**config.mk**
```make
export PLATFORM = sky130hd
export DESIGN_NAME = time_entry_flat
export DESIGN_NICKNAME = d
export VERILOG_FILES = /design/src/rtl/time_entry_pkg.sv /design/src/rtl/time_entry_if.sv /design/src/rtl/time_entry_button_conditioner.sv /design/src/rtl/time_entry.sv /design/src/flat_wrapper.sv
export SDC_FILE = /design/constraint.sdc
export NUM_CORES = 1
export LEC_CHECK = 0
export CAP_MARGIN = 25
export CORE_ASPECT_RATIO = 0.7
export CORE_MARGIN = 1
export CORE_UTILIZATION = 55
export CTS_CLUSTER_SIZE = 8
export DETAILED_ROUTE_END_ITERATION = 8
export MAX_ROUTING_LAYER = met4
export PLACE_DENSITY = 0.74
export RECOVER_POWER = 50
export SLEW_MARGIN = 15
export SYNTH_ARGS = -nofsm -noshare
export SYNTH_HDL_FRONTEND = slang
export SYNTH_SLANG_ARGS = --single-unit
```
**constraint.sdc**
```tcl
create_clock -name clock -period 6.1 [get_ports clock]
set_clock_uncertainty 0.05 [all_clocks]
set_input_delay 0.915 -clock clock [delete_from_list [all_inputs] [get_ports clock]]
set_output_delay 0.915 -clock clock [all_outputs]
set_load 0.02 [all_outputs]
```
**src/rtl/time_entry_pkg.sv**
```systemverilog
// Shared constants and conditioner state encoding for the microwave time-entry block.
package time_entry_pkg;

  localparam int         CNT_W   = 32;
  localparam logic [6:0] MAX_MIN = 7'd99;
  localparam logic [6:0] MAX_SEC = 7'd59;

  typedef enum logic [1:0] {
    IDLE   = 2'd0,
    HOLD   = 2'd1,
    REPEAT = 2'd2
  } cond_state_t;

endpackage

```
**src/rtl/time_entry_if.sv**
```systemverilog
// Button, lock and preset signals of the time-entry block, plus per-button conditioner state for observation.
interface time_entry_if;
  import time_entry_pkg::*;

  logic        btn_min;
  logic        btn_sec;
  logic        btn_clr;
  logic        busy;
  logic [6:0]  min;
  logic [6:0]  sec;
  logic        changed;
  cond_state_t min_state;
  cond_state_t sec_state;
  cond_state_t clr_state;

  modport master (
    output btn_min, btn_sec, btn_clr, busy,
    input  min, sec, changed, min_state, sec_state, clr_state
  );

  modport slave (
    input  btn_min, btn_sec, btn_clr, busy,
    output min, sec, changed, min_state, sec_state, clr_state
  );

endinterface

```
**src/rtl/time_entry_button_conditioner.sv**
```systemverilog
// One push-button: 2-FF synchronizer, debounce to an accepted level, and press/hold/auto-repeat step generation.
module button_conditioner
  import time_entry_pkg::*;
#(
  parameter int DEBOUNCE_COUNT = 500000,
  parameter int HOLD_COUNT     = 25000000,
  parameter int REPEAT_COUNT   = 10000000,
  parameter bit REPEAT_EN      = 1'b1
) (
  input  logic        clock,
  input  logic        reset,
  input  logic        btn,
  output logic        step,
  output cond_state_t state
);

  localparam logic [CNT_W-1:0] CNT_ONE   = CNT_W'(1);
  localparam logic [CNT_W-1:0] DB_LAST   = CNT_W'(DEBOUNCE_COUNT - 1);
  localparam logic [CNT_W-1:0] HOLD_LAST = CNT_W'(HOLD_COUNT - 1);
  localparam logic [CNT_W-1:0] REP_LAST  = CNT_W'(REPEAT_COUNT - 1);

  logic             sync1, sync2;
  logic [1:0]       fill;
  logic             armed;
  logic             level;
  logic             acc_rise, acc_fall;
  logic [CNT_W-1:0] db_cnt;
  cond_state_t      state_n;
  logic [CNT_W-1:0] timer, timer_n;

  // armed stays low until a genuinely sampled release is seen, so a button
  // held through reset never produces a step.
  always_ff @(posedge clock or negedge reset) begin
    if (!reset) begin
      sync1    <= 1'b0;
      sync2    <= 1'b0;
      fill     <= 2'b00;
      armed    <= 1'b0;
      level    <= 1'b0;
      acc_rise <= 1'b0;
      acc_fall <= 1'b0;
      db_cnt   <= '0;
    end else begin
      sync1    <= btn;
      sync2    <= sync1;
      fill     <= {fill[0], 1'b1};
      acc_rise <= 1'b0;
      acc_fall <= 1'b0;
      if (fill[1] && !sync2) armed <= 1'b1;
      if (sync2 != level) begin
        if (db_cnt == DB_LAST) begin
          level    <= sync2;
          db_cnt   <= '0;
          acc_rise <= sync2;
          acc_fall <= ~sync2;
        end else begin
          db_cnt <= db_cnt + CNT_ONE;
        end
      end else begin
        db_cnt <= '0;
      end
    end
  end

  always_ff @(posedge clock or negedge reset) begin
    if (!reset) begin
      state <= IDLE;
      timer <= '0;
    end else begin
      state <= state_n;
      timer <= timer_n;
    end
  end

  // A release always wins over a repeat step due in the same cycle.
  always_comb begin
    state_n = state;
    timer_n = timer + CNT_ONE;
    step    = 1'b0;
    unique case (state)
      IDLE: begin
        timer_n = '0;
        if (acc_rise && armed) begin
          step    = 1'b1;
          state_n = HOLD;
        end
      end
      HOLD: begin
        if (acc_fall) begin
          state_n = IDLE;
          timer_n = '0;
        end else if (timer == HOLD_LAST) begin
          step    = REPEAT_EN;
          state_n = REPEAT;
          timer_n = '0;
        end
      end
      REPEAT: begin
        if (acc_fall) begin
          state_n = IDLE;
          timer_n = '0;
        end else if (timer == REP_LAST) begin
          step    = REPEAT_EN;
          timer_n = '0;
        end
      end
      default: begin
        state_n = IDLE;
        timer_n = '0;
      end
    endcase
  end

endmodule

```
**src/rtl/time_entry.sv**
```systemverilog
// Microwave time entry: three conditioned buttons drive wrap-around min/sec preset registers, locked while busy.
module time_entry
  import time_entry_pkg::*;
#(
  parameter int DEBOUNCE_COUNT = 500000,
  parameter int HOLD_COUNT     = 25000000,
  parameter int REPEAT_COUNT   = 10000000
) (
  input  logic         clock,
  input  logic         reset,
  time_entry_if.slave  bus
);

  logic       min_step, sec_step, clr_step;
  logic [6:0] min_q, sec_q;
  logic       changed_q;
  logic       sec_wrap;
  logic [6:0] sec_next;
  logic [7:0] min_sum;
  logic [6:0] min_next;
  logic       apply;

  button_conditioner #(
    .DEBOUNCE_COUNT(DEBOUNCE_COUNT), .HOLD_COUNT(HOLD_COUNT),
    .REPEAT_COUNT(REPEAT_COUNT), .REPEAT_EN(1'b1)
  ) u_min (
    .clock(clock), .reset(reset), .btn(bus.btn_min),
    .step(min_step), .state(bus.min_state)
  );

  button_conditioner #(
    .DEBOUNCE_COUNT(DEBOUNCE_COUNT), .HOLD_COUNT(HOLD_COUNT),
    .REPEAT_COUNT(REPEAT_COUNT), .REPEAT_EN(1'b1)
  ) u_sec (
    .clock(clock), .reset(reset), .btn(bus.btn_sec),
    .step(sec_step), .state(bus.sec_state)
  );

  button_conditioner #(
    .DEBOUNCE_COUNT(DEBOUNCE_COUNT), .HOLD_COUNT(HOLD_COUNT),
    .REPEAT_COUNT(REPEAT_COUNT), .REPEAT_EN(1'b0)
  ) u_clr (
    .clock(clock), .reset(reset), .btn(bus.btn_clr),
    .step(clr_step), .state(bus.clr_state)
  );

  // Minutes can advance by two when a min step meets a seconds carry.
  always_comb begin
    sec_wrap = sec_step && (sec_q == MAX_SEC);
    sec_next = sec_q;
    if (sec_step) sec_next = sec_wrap ? 7'd0 : sec_q + 7'd1;
    min_sum  = {1'b0, min_q} + {7'd0, min_step} + {7'd0, sec_wrap};
    min_next = (min_sum > {1'b0, MAX_MIN}) ? 7'(min_sum - 8'd100) : min_sum[6:0];
    apply    = !bus.busy && (min_step || sec_step || clr_step);
  end

  always_ff @(posedge clock or negedge reset) begin
    if (!reset) begin
      min_q     <= 7'd0;
      sec_q     <= 7'd0;
      changed_q <= 1'b0;
    end else begin
      changed_q <= apply;
      if (apply) begin
        if (clr_step) begin
          min_q <= 7'd0;
          sec_q <= 7'd0;
        end else begin
          min_q <= min_next;
          sec_q <= sec_next;
        end
      end
    end
  end

  assign bus.min     = min_q;
  assign bus.sec     = sec_q;
  assign bus.changed = changed_q;

endmodule

```
**src/flat_wrapper.sv**
```systemverilog
// flat-port wrapper written by rule: the top's interface ports become plain ports
module time_entry_flat import time_entry_pkg::*;
#(
  parameter int DEBOUNCE_COUNT = 500000,
  parameter int HOLD_COUNT     = 25000000,
  parameter int REPEAT_COUNT   = 10000000
)
  (clock, reset, bus_btn_min, bus_btn_sec, bus_btn_clr, bus_busy, bus_min, bus_sec, bus_changed, bus_min_state, bus_sec_state, bus_clr_state);
  time_entry_if bus_i ();
  input  logic clock;
  input  logic reset;
  input wire logic [$bits(bus_i.btn_min)-1:0] bus_btn_min;
  input wire logic [$bits(bus_i.btn_sec)-1:0] bus_btn_sec;
  input wire logic [$bits(bus_i.btn_clr)-1:0] bus_btn_clr;
  input wire logic [$bits(bus_i.busy)-1:0] bus_busy;
  output wire logic [$bits(bus_i.min)-1:0] bus_min;
  output wire logic [$bits(bus_i.sec)-1:0] bus_sec;
  output wire logic [$bits(bus_i.changed)-1:0] bus_changed;
  output wire logic [$bits(bus_i.min_state)-1:0] bus_min_state;
  output wire logic [$bits(bus_i.sec_state)-1:0] bus_sec_state;
  output wire logic [$bits(bus_i.clr_state)-1:0] bus_clr_state;
  assign bus_i.btn_min = bus_btn_min;
  assign bus_i.btn_sec = bus_btn_sec;
  assign bus_i.btn_clr = bus_btn_clr;
  assign bus_i.busy = bus_busy;
  assign bus_min = bus_i.min;
  assign bus_sec = bus_i.sec;
  assign bus_changed = bus_i.changed;
  assign bus_min_state = bus_i.min_state;
  assign bus_sec_state = bus_i.sec_state;
  assign bus_clr_state = bus_i.clr_state;
  time_entry #(.DEBOUNCE_COUNT(DEBOUNCE_COUNT), .HOLD_COUNT(HOLD_COUNT), .REPEAT_COUNT(REPEAT_COUNT)) u_core (.clock(clock), .reset(reset), .bus(bus_i));
endmodule
```
# After elaboration in Yosys (flattened, before gate mapping)
# Cells that the tools add are included.
word_totals:
  register_bits: 237
  latch_bits: 0
  ramBits: 0
  mem_bits_ro: 0
  input_bits: 6
  out_inout_bits: 21
  word_cells: 167
  mem_count: 0
op_classes:
  add_sub_neg: 10
  n_mul: 0
  div: 0
  order_cmp: 1
  n_eq_ne: 28
  shifts: 0
  n_mux: 67
  bitwise_logic: 3
  reduce_logical: 25
ops:
  columns: ["operator", "n"]
  rows:
  - ["two-way mux 32 bit", 18]
  - ["adder 32 x 1 -> 32 bit (second input constant)", 6]
  - ["one-hot mux 32 bit (2 select lines)", 3]
  - ["equality test 32 x 19 -> 1 bit (second input constant)", 3]
  - ["equality test 32 x 24 -> 1 bit (second input constant)", 3]
  - ["equality test 32 x 25 -> 1 bit (second input constant)", 3]
  - ["two-way mux 7 bit", 5]
  - ["two-way mux 1 bit", 24]
  - ["two-way mux 2 bit", 12]
  - ["one-hot mux 2 bit (3 select lines)", 3]
  - ["inequality test 2 bit (second input constant)", 6]
  - ["inequality test 3 bit (second input constant)", 3]
  - ["AND reduction 3 bit", 3]
  - ["adder 7 x 1 -> 8 bit", 1]
  - ["adder 8 x 1 -> 8 bit", 1]
  - ["> comparator 8 x 7 -> 1 bit (second input constant)", 1]
  - ["logical AND 1 bit", 8]
  - ["AND reduction 2 bit", 4]
  - ["adder 7 x 1 -> 7 bit (second input constant)", 1]
  - ["equality test 7 x 6 -> 1 bit (second input constant)", 1]
  - ["subtractor 7 bit (second input constant)", 1]
  - ["equality test 2 x 1 -> 1 bit (second input constant)", 3]
  - ["equality test 2 bit (second input constant)", 3]
  - ["logical NOT 2 bit", 3]
  - ["6 further kinds", 15]

# Logic depth before layout (Yosys ltp)
depth:
  depth_word: 9
  ltp_mapped: 20
  depth_no_buf: 18

# Cells and area by module
# A second synthesis with hierarchy kept.
hier_totals:
  hier_cells: 1354
  area_unflattened_um2: 13120.1
modules_own_cells:
  columns: ["mod", "n_inst", "cells_each", "area_per_inst_um2"]
  rows:
  - ["button_conditioner at u_core.u_min ...", 2, 422, 4103.9]
  - ["button_conditioner at u_core.u_clr", 1, 388, 3837.4]
  - ["time_entry", 1, 122, 1074.8]

# Least setup slack after synthesis
# OpenSTA, ideal clock, no wires.
synth_path:
  path_kind: "reg-to-reg"
  from: "register u_core.u_sec.timer[0]"
  to: "register u_core.min_q[5] (netlist: u_core.bus.min[5])"
  setup_ns: 0.069
  arrival_ns: 4.631
  path_slack_ns: 1.350
  stages_incl_launch_ff: 21
  n_path_buf: 2
  synth_period_minus_slack_ns: 4.750
  path_cell_list: "dfrtp_1 > ha_1 > nand3_1 > or2_1 > or4b_1 > o21ai_4 > buf_2 > nand2b_1 > fa_1 > inv_1 > ha_1 > clkbuf_1 > xnor2_1 > ha_1 > nand2_1 > a31o_2 > a211oi_1 > nor2_1 > a221o_1 > or4_1 > nand3_1"
synth_via:
  elab_chain_cells: 9
synth_lines:
  columns: ["item", "line", "text"]
  rows:
  - ["from (decl)", "time_entry_button_conditioner.sv:29", "logic [CNT_W-1:0] timer, timer_n;"]
  - ["from (signal assigned)", "time_entry_button_conditioner.sv:71", "timer <= timer_n;"]
  - ["equality test 32 x 24 -> 1 bit or equality test 32 x 25 -> 1 bit (tied branches)", "time_entry_button_conditioner.sv:102, time_entry_button_conditioner.sv:92", null]
  - ["two-way mux 1 bit (on tied branches)", "time_entry_button_conditioner.sv:102, time_entry_button_conditioner.sv:92", null]
  - ["two-way mux 1 bit (on tied branches)", "time_entry_button_conditioner.sv:99, time_entry_button_conditioner.sv:89", null]
  - ["one-hot mux 1 bit (3 select lines) (*)", "time_entry_button_conditioner.sv:80", "unique case (state)"]
  - ["logical AND 1 bit", "time_entry.sv:49", "sec_wrap = sec_step && (sec_q == MAX_SEC);"]
  - ["adder 8 x 1 -> 8 bit", "time_entry.sv:52", "min_sum = {1'b0, min_q} + {7'd0, min_step} + {7'd0, sec_wrap};"]
  - ["subtractor 7 bit or > comparator 8 x 7 -> 1 bit (tied branches)", "time_entry.sv:53", "min_next = (min_sum > {1'b0, MAX_MIN}) ? 7'(min_sum - 8'd100) : min_sum[6:0];"]
  - ["two-way mux 7 bit", "time_entry.sv:53", null]
  - ["two-way mux 7 bit", "time_entry.sv:65", "if (clr_step) begin"]
  - ["to (signal assigned)", "time_entry.sv:69", "min_q <= min_next;"]
  - ["to (decl)", "time_entry.sv:15", "logic [6:0] min_q, sec_q;"]
# Every way passes the cells marked *; elsewhere a longest branch is shown, timed or not.
# A chain may end at the register's enable or synchronous reset.

# Worst setup path after layout
# Same ends and word-level chain as after synthesis.

==> reports/summary.txt <==
Final hold violations -> 0
Skew-Pair Late Insertion Delay -> 490 ps
Routed WL -> 23.54 mm
Final #Nets -> 1298
Number of synthesized flops with an enable pin -> 0
Count leader, synth -> dfrtp_1
Synthesized Nets -> 1260
Slowest CP cell -> or4b_1
Crit-path cells -> ha_1, nand3_1, or2_1, or4b_1, o21ai_4, nand2b_1, fa_1, inv_1, ha_1, xnor2_1, ha_1, nand2_1, a31o_2, a211oi_1, nor2_1, a221o_1, or4_1, nand3_1
CTS tree -> done
Largest cells by area after synthesis -> dfrtp_1, xor2_1, nor2_1
RSZ-0062 raised after global routing -> false
I/O Buffers -> 26
Number of global-route vias before repair -> 8215
Outcome -> complete, but fails checks
Critical Path AT -> 5530 ps
I/O Pins -> 27
Failing checks -> capacitance limit, slew limit
Area delta synth->final -> 12.96%
Crit share post-route -> 0.8456
Synth Cell Area -> 0.01168 mm^2
Root Driver -> clkbuf_16
Actual slew at the worst max-slew pin -> 4111 ps
Hold Crit Class -> flip-flop to flip-flop
Initial antenna violation count -> 0
FF+latch count, synth -> 233
Pwr/cell area -> 251.4 mW/mm^2
Layout cell share with drive strength beyond 1 -> 0.04870
Tot GR Track Use -> 0.2315
H-tree levels -> 2
Max incr delay on CP -> 580 ps
Post-synth top area cell -> dfrtp_1
Crit-path most repeated cell -> ha_1
Syn avg cell area -> 9.472 um^2
Router iterations before antenna repair -> 5
Synth top cells by count -> dfrtp_1, nor2_1, xor2_1
Finished Core Util -> 0.6356
Total negative slack -> 0 ps
Critical path type -> flip-flop to flip-flop
Fin Hold WS -> 300.1 ps
Max cap viols -> 1
Share of the synthesized area in the top cell type -> 0.4993
First-pass GRT wire length -> 39.99 mm
DRT iter0 DRCs -> 853
LEAKAGE -> 5.394 nW
DR vias/cell -> 5.677
GP Congestion -> 0.9139
TritonCTS Buffers -> 35
Setup violators final -> 0
Post-CTS Setup Repair Bufs -> 0
Worst-case clock buffer depth -> 3
DR WL/cell -> 15.19 um
CP Capture Type -> flip-flop
Max-slew headroom -> -1.741
Core Area -> 0.02075 mm^2
Clk sink count -> 233
Clock transition at path regs -> 50 ps
Max-slew violation count -> 90
CP required -> 6470 ps
Post-DP HPWL -> 15.51 mm
Final cell count without fillers -> 1549
Post-synth top flop -> dfrtp_1
YS warnings -> 0
Die width -> 176.2 um
DRC viols -> 0
Hold-fix buffers, CTS -> 0
Minimum clock period -> 5158 ps
Maximum vdd drop -> 0.0001558 V
ANT nets after route -> 0
CP Max Fanout -> 12
Die height -> 123.9 um
Ys async rst share -> 1.000
Post-Synthesis Cells -> 1233
Peak Freq -> 193.9 MHz
Seq/Total Area, Yosys -> 0.4993
Cell count after placement -> 1507
Library cells used by synthesis -> 60
Grt ovf -> 0
Row cnt -> 44
Crit start category -> flip-flop
Vias after detailed routing -> 8793
Ant diodes -> 0
Initial core utilization -> 0.5627
Pin count of the biggest net entering global routing -> 145
Die ar. -> 0.02183 mm^2
CTS resizes -> 0
Fillcell total -> 1659
## power by group
part,internal [mW],switching [mW]
clock,1.06,0.626
sequential,1.56,0.00920
combinational,0.0150,0.0495
total,2.63,0.685
## layout make-up
type                    count  area (um^2)  area share
flip-flops and latches    233         5831      0.4420
inverters                  31        116.4    0.008820
repair buffers             34        355.3     0.02693
clock buffers              38        929.6     0.07047
well taps                 276        345.3     0.02618
multi-input cells         936         5607      0.4250
clock inverters             1        8.758   0.0006639
## registers in the layout, summed over array words and instances, names as in the netlist, 2 cells and up
register,cells
u_core.bus.min,7
u_core.bus.sec,7
u_core.u_clr.db_cnt,32
u_core.u_clr.state,2
u_core.u_clr.timer,32
u_core.u_min.db_cnt,32
u_core.u_min.state,2
u_core.u_min.timer,32
u_core.u_sec.db_cnt,32
u_core.u_sec.state,2
u_core.u_sec.timer,32
## routing by layer
metal | vias up | track usage | share of wire
met5 | - | - | 0
met4 | 0 | 0.07391 | 0.018
met3 | 41 | 0.03755 | 0.049
met2 | 217 | 0.3159 | 0.42
met1 | 4223 | 0.3489 | 0.51
li1 | 4312 | - | -
## per-stage QoR
stage          power (mW)  area, um^2  setup WS [ps]
2_1_floorplan       1.611       11680           1350
3_3_place_gp        1.655       12210           1223
3_5_place_dp        1.656       12210          992.7
4_1_cts             3.366       13150          966.7
5_1_grt             3.449       13190          611.7
6_report            3.317       13190          941.6
## cell usage in the layout (no fill, tap or decap), types with 31 or more instances in the layout
cell | Yosys | layout
dfrtp_1 | 233 | 233
nor2_1 | 229 | 229
xor2_1 | 102 | 102
nand2_1 | 101 | 101
nand3_1 | 91 | 91
xnor2_1 | 71 | 71
nand4_1 | 40 | 40
clkbuf_16 | 0 | 37
inv_1 | 31 | 31
## worst max-delay path: cells and delay by family, from the launching register on
family                   cells  cell delay [ps]
AND/OR/NAND/NOR              8             1850
adder cells (fa/ha/maj)      4             1310
AO/OA/AOI/OAI                4             1210
flip-flops                   1              390
XOR/XNOR                     1              180
buffers and inverters        1              110
## final timing paths
kind                                       start                       to  slack, ps  depth (start not counted)
max in group asynchronous                  reset  u_core.u_clr.db_cnt[18]       1630                          1
hold / removal                u_core.u_sec.sync1       u_core.u_sec.sync2        300                          0
min in group asynchronous                  reset   u_core.u_clr.timer[27]       2040                          1
setup / recovery           u_core.u_sec.timer[0]        u_core.bus.min[5]        940                         18
setup reg to reg           u_core.u_sec.timer[0]        u_core.bus.min[5]        940                         18
hold reg to reg               u_core.u_sec.sync1       u_core.u_sec.sync2        300                          0
## cells by family (layout without fill, tap and decap cells)
group	Yosys count	count (layout)	synth area share
compound gates	89	89	0.04703
xor+xnor	173	173	0.1297
fa+ha+maj	21	21	0.02314
buf+inv	64	104	0.02132
flops	233	233	0.4992
mux	4	4	0.003750
other cells	1	1	0.0003211
simple gates	648	648	0.2754
(Power assumes the default switching activity.)
